`src/rtl/sync_fifo_pkg.sv`:
```
// Shared constants and helpers for the sync_fifo slice.
// Pointer width carries one extra wrap bit above the address.
package fifo_pkg;

  localparam int PF_DEPTH  = 2;
  localparam int MIN_DEPTH = 4;

  function automatic int ptr_w(input int depth);
    return $clog2(depth) + 1;
  endfunction

endpackage

```
`src/rtl/sync_fifo_ram.sv`:
```
// Simple dual-port RAM, one write port, one registered read port.
// Contents are never reset.
module SdpRamRf #(
  parameter int DW    = 8,
  parameter int WORDS = 256
) (
  input  logic                     clk,
  input  logic                     we,
  input  logic [$clog2(WORDS)-1:0] waddr,
  input  logic [DW-1:0]            wdata,
  input  logic                     re,
  input  logic [$clog2(WORDS)-1:0] raddr,
  output logic [DW-1:0]            rdata
);

  logic [DW-1:0] mem [WORDS];

  always_ff @(posedge clk) begin
    if (we) mem[waddr] <= wdata;
    if (re) rdata <= mem[raddr];
  end

endmodule

```
`src/rtl/sync_fifo.sv`:
```
// Single-clock valid/ready FIFO over SdpRamRf with a 2-entry prefetch.
// SYNC_FIFO_ALMOST_EN adds registered almost_full/almost_empty flags.
module sync_fifo
  import fifo_pkg::*;
#(
  parameter int DW        = 8,
  parameter int DEPTH     = 256,
  parameter int AF_THRESH = DEPTH - 2,
  parameter int AE_THRESH = 2
) (
  input  logic                    clk,
  input  logic                    rst_n,
  input  logic                    in_valid,
  output logic                    in_ready,
  input  logic [DW-1:0]           in_data,
  output logic                    out_valid,
  input  logic                    out_ready,
  output logic [DW-1:0]           out_data,
`ifdef SYNC_FIFO_ALMOST_EN
  output logic [$clog2(DEPTH):0]  count,
  output logic                    almost_full,
  output logic                    almost_empty
`else
  output logic [$clog2(DEPTH):0]  count
`endif
);

  localparam int PW = ptr_w(DEPTH);
  localparam int AW = PW - 1;
  localparam logic [PW-1:0] DEPTH_C = PW'(DEPTH);

  if (DEPTH < MIN_DEPTH || (DEPTH & (DEPTH - 1)) != 0 ||
      AF_THRESH > DEPTH || AE_THRESH >= DEPTH) begin : g_bad_cfg
    $error("sync_fifo: bad DEPTH or threshold");
  end

  logic [PW-1:0] wr_ptr, rd_ptr, cnt_nxt;
  logic [1:0]    pf_cnt;
  logic [DW-1:0] pf0, pf1, ram_q;
  logic [2:0]    pf_occ;
  logic          rd_busy, push, pop, ram_has, rd_issue;

  assign in_ready  = rst_n & (count < DEPTH_C);
  assign out_valid = (pf_cnt != 2'd0);
  assign out_data  = pf0;
  assign push      = in_valid & in_ready;
  assign pop       = out_valid & out_ready;
  assign ram_has   = (wr_ptr != rd_ptr);

  // A pop this cycle frees a slot, so back-to-back reads never bubble.
  assign pf_occ   = {1'b0, pf_cnt} + {2'b0, rd_busy} - {2'b0, pop};
  assign rd_issue = ram_has & (pf_occ < 3'(PF_DEPTH));

  always_comb begin
    cnt_nxt = count;
    unique case (1'b1)
      push && !pop: cnt_nxt = count + PW'(1);
      pop && !push: cnt_nxt = count - PW'(1);
      default: ;
    endcase
  end

  SdpRamRf #(
    .DW    (DW),
    .WORDS (DEPTH)
  ) u_ram (
    .clk   (clk),
    .we    (push),
    .waddr (wr_ptr[AW-1:0]),
    .wdata (in_data),
    .re    (rd_issue),
    .raddr (rd_ptr[AW-1:0]),
    .rdata (ram_q)
  );

  always_ff @(posedge clk) begin
    if (!rst_n) begin
      wr_ptr  <= '0;
      rd_ptr  <= '0;
      count   <= '0;
      rd_busy <= 1'b0;
      pf_cnt  <= 2'd0;
      pf0     <= '0;
      pf1     <= '0;
    end else begin
      if (push)     wr_ptr <= wr_ptr + PW'(1);
      if (rd_issue) rd_ptr <= rd_ptr + PW'(1);
      rd_busy <= rd_issue;
      count   <= cnt_nxt;
      case ({pop, rd_busy})
        2'b11: begin
          if (pf_cnt == 2'd2) begin
            pf0 <= pf1;
            pf1 <= ram_q;
          end else begin
            pf0 <= ram_q;
          end
        end
        2'b10: begin
          pf0    <= pf1;
          pf_cnt <= pf_cnt - 2'd1;
        end
        2'b01: begin
          if (pf_cnt == 2'd0) pf0 <= ram_q;
          else                pf1 <= ram_q;
          pf_cnt <= pf_cnt + 2'd1;
        end
        default: ;
      endcase
    end
  end

`ifdef SYNC_FIFO_ALMOST_EN
  localparam logic [PW-1:0] AF_C = PW'(AF_THRESH);
  localparam logic [PW-1:0] AE_C = PW'(AE_THRESH);

  always_ff @(posedge clk) begin
    if (!rst_n) begin
      almost_full  <= 1'b0;
      almost_empty <= 1'b1;
    end else begin
      almost_full  <= (cnt_nxt >= AF_C);
      almost_empty <= (cnt_nxt <= AE_C);
    end
  end
`endif

endmodule

```
`config.mk`:
```
export PLATFORM = sky130hd
export DESIGN_NAME = sync_fifo
export DESIGN_NICKNAME = d
export VERILOG_FILES = /design/src/rtl/sync_fifo_pkg.sv /design/src/rtl/sync_fifo_ram.sv /design/src/rtl/sync_fifo.sv
export SDC_FILE = /design/constraint.sdc
export NUM_CORES = 2
export LEC_CHECK = 0
export ABC_AREA = 1
export BUFFER_PORTS_ARGS = -buffer_cell sky130_fd_sc_hd__buf_4
export CORE_MARGIN = 1.5
export CORE_UTILIZATION = 35
export CTS_CLUSTER_DIAMETER = 100
export DETAILED_ROUTE_END_ITERATION = 12
export PLACE_DENSITY = 0.55
export SLEW_MARGIN = 20
export SYNTH_ARGS = -nofsm -noshare
export SYNTH_HDL_FRONTEND = slang
export SYNTH_SLANG_ARGS = --single-unit
```
`constraint.sdc`:
```
create_clock -name clk -period 2.82 [get_ports clk]
set_input_delay 0.141 -clock clk [delete_from_list [all_inputs] [get_ports clk]]
set_output_delay 0.141 -clock clk [all_outputs]
set_load 0.1 [all_outputs]
```
==> summary.md <==
| Metric | Value |
|---|---|
| Starting Density | 35.1% |
| Synthesized Nets | around 8400 |
| Reg clk slew, reported paths | 60 ps |
| Peak supply drop | 568 uV |
| Routed via count | 61200 |
| Routed met2 length | 122000 um |
| M1 WL | 113000 um |
| Post-synthesis register bit count | about 2100 |
| Chip width | between 500 and 600 um |
| Synth top cells by count | nand2_1, edfxtp_1, nor2_1, nand3_1, inv_1 |
| Full die area | 258000 um2 |
| First-pass DRT Iterations | 6 |
| Final Hold Violating Endpoints | 0 |
| Yosys top cell by area | edfxtp_1 |
| Worst hold stages | 2 |
| Total Wirelength | around 260000 um |
| Total track usage | 19.8% |
| Number of enable flip-flop cells after synthesis | between 2000 and 2500 |
| Gpl congestion | ~0.88 |
| Arrival time worst endpoint | 3490 ps |
| Max-slew violations | 0 |
| Pwr dens | about 800 nW/um2 |
| Final ANT Viol Nets | 0 |
| Synth Instances | 8350 |
| Crit end category | register |
| H-tree depth | 4 |
| Critical path type | register to register |
| Crit path max fanout | 45 |
| Clk_skew | 37.7 ps |
| Max_slew headroom | 37.9% |
| Die Height | 507 um |
| Met3 routed WL | 18200 um |
| Fmax | 361 MHz |
| Ys flop type | edfxtp_1 |
| Post-Place Worst Slack | -51.0 ps |
| Status | complete, no violations |
| Port bufs | 30 |
| HP Class | primary input to register |
| Worst reg2reg setup slack | 50 ps |
| Grt ovf | 0 |
| R2R cell count | 14 |
| Tightest Pin Transition | between 900 and 1000 ps |
| Vias per Instance | 4.99 |
| Critical Path RT | 3540 ps |
| Leakage | 0.0396 uW |
| CTS max path bufs | 3 |
| DRT iter0 DRCs | 6103 |
| Antenna cells | 0 |
| Clk_lat worst skew | 860 ps |
| Max cap viols | 0 |
| Critical Path Start Type | register |
| Mapped Area | 89100 um2 |
| Ranking of synthesized cells by area | edfxtp_1, nand2_1, nor2_1 |
| Sink Count | between 2000 and 2500 |
| Seq/Total Area, Yosys | a little over two thirds |
| Library cells used by synthesis | 39 |
| PnR worst setup slack | 47.8 ps |
| Fraction of final layout cells sized beyond drive strength 1 | 11.1% |
| Avg Inst Size Synth | 10.7 um2 |
| Final setup fails | 0 |
| TritonCTS clock tree | yes |
| End of the worst hold path | u_ram.mem[86][5]$_DFFE_PP_ |
| Area share of the largest cell type after synthesis | 69.3% |
| Crit path time final | 2770 ps |
| Core Rows | 185 |
| Dpl hpwl | between 150000 and 200000 um |
| Total CTS buffers | 213 |
| Min-delay src | in_data[5] |
| Ys async rst share | 0% |
| R2R Path Start | rd_ptr[0]$_SDFFE_PN0P_ |
| Reg2reg end | u_ram.rdata[6]$_DFFE_PP_ |
| Most common cell in the netlist | nand2_1 |
| Layout Nets | 8737 |
| Pin count of the biggest net entering global routing | between 90 and 100 |
| Uppermost routed layer | met5 |
| Area growth syn-to-layout | 16.7% |
| Final Non-Filler Cells | 12300 |
| Residual DRC | 0 |
| Initial antenna violation count | 7 |
| Yosys warning total | 0 |
| Routed wire per std cell | around 21 um |
| Core region area | 253000 um2 |
| I/O pin count | 31 |
| Vias in the first global route | 59000 |
| CTS Root Cell | clkbuf_16 |
| Placed insts | 11800 |
| First-pass GRT wire length | 384000 um |
| Final Cycle Share | 98.3% |
==> layer usage <==
layer / vias to the layer above / global-route usage, %
li1: 28600 / -
met1: 30000 / 27.5
met2: 2150 / 31.8
met3: 424 / 3.12
met4: 4 / 6.07
met5: - / 0
==> power breakdown <==
| part | leakage, uW | switching (uW) | internal, uW |
|---|---|---|---|
| clock | 0.00326 | 12200 | 15300 |
| sequential | 0.0189 | 328 | 34600 |
| combinational | 0.0175 | 14100 | 6600 |
==> worst max-delay path, stage by stage (launching register included) <==
cell     delay, ps
dfxtp_4        410
buf_12         140
buf_4          120
buf_12         170
buf_12         250
nor2_1          80
nor2_1          80
o21ai_0         80
a21oi_1        390
nor2_1          70
nand2_1         80
nand3_1        200
nand3_1        170
nand3_1        180
nand2_1        140
==> registers in the layout, summed over array words and instances, names as in the netlist <==
| signal | cells |
|---|---|
| rd_ptr | 9 |
| pf1 | 8 |
| rd_busy | 1 |
| wr_ptr | 9 |
| count | 9 |
| pf_cnt | 2 |
| u_ram.mem | 2048 |
| u_ram.rdata | 8 |
| out_data | 8 |
==> how the worst max path moves through the flow <==
| stage | start | endpoint | slack [ps] | depth (start not counted) |
|---|---|---|---|---|
| floorplan | pf_cnt[0]$_SDFFE_PN0N_ | rd_ptr[2]$_SDFFE_PN0P_ | 10 | 15 |
| global placement | rd_ptr[0]$_SDFFE_PN0P_ | u_ram.rdata[6]$_DFFE_PP_ | -20 | 14 |
| detailed placement | rd_ptr[0]$_SDFFE_PN0P_ | u_ram.rdata[6]$_DFFE_PP_ | -50 | 14 |
| CTS | rd_ptr[0]$_SDFFE_PN0P_ | u_ram.rdata[6]$_DFFE_PP_ | 20 | 14 |
| global route | rd_ptr[0]$_SDFFE_PN0P_ | u_ram.rdata[0]$_DFFE_PP_ | -8 | 14 |
| finish | rd_ptr[0]$_SDFFE_PN0P_ | u_ram.rdata[6]$_DFFE_PP_ | 50 | 14 |
==> stage by stage <==
| stage | util [%] | instance area [um2] | setup TNS, ps | total power [uW] | hold WS, ps |
|---|---|---|---|---|---|
| final | 41.0 | 104000 | 0 | 83100 | 303 |
| after global routing | 41.0 | 104000 | -9.40 | 86700 | 286 |
| after CTS | 40.8 | 103000 | 0 | 82800 | 255 |
| after detailed placement | 38.1 | 96600 | -72.7 | 55300 | 443 |
| after global placement | 38.1 | 96600 | -42.4 | 55300 | 442 |
| after floorplan | - | 89100 | 0 | 48100 | 240 |
==> repair_timing <==
action	in CTS	in global routing
hold endpoints to repair	922	0
hold buffers	12	0
resized for setup	0	35
setup endpoints to repair	2	25
pin swaps	0	1
cloned	1	10
buffers inserted	2	16
==> placed cells by master, fill, tap and decap left out, types with 41 or more instances in the layout <==
| cell type | synthesis | layout |
|---|---|---|
| a21oi_1 | 107 | 104 |
| buf_12 | 0 | 89 |
| buf_4 | 52 | 489 |
| clkbuf_16 | 0 | 223 |
| clkinv_1 | 5 | 59 |
| clkinv_2 | 0 | 41 |
| edfxtp_1 | 2056 | 2056 |
| inv_1 | 658 | 655 |
| nand2_1 | 2306 | 2299 |
| nand3_1 | 703 | 698 |
| nor2_1 | 1274 | 1268 |
| o211ai_1 | 65 | 65 |
| o21ai_0 | 498 | 497 |
| o21ai_1 | 58 | 59 |
==> layout make-up <==
class                   count  area (um2)
clock buffers             256        5540
clock inverters           135        1140
fillers                 24200      149000
inverters                 674        2590
multi-input cells        5100       21600
flip-flops and latches   2102       62700
well taps                3366        4210
repair buffers            622        6230
repair inverters            3        31.3
==> kinds of logic after synthesis <==
kind of cell | count (synthesis) | share of synthesized area [%]
adders and majority gates | 9 | 0.135
DFF | 2102 | 70.3
buffers and inverters | 1148 | 5.53
muxes | 6 | 0.0744
xor gates and xnor gates | 13 | 0.128
and+or+nand+nor | 4325 | 19.4
AOI/OAI and AO/OA | 747 | 4.42
Note: power is estimated with default switching activity, not from simulation.
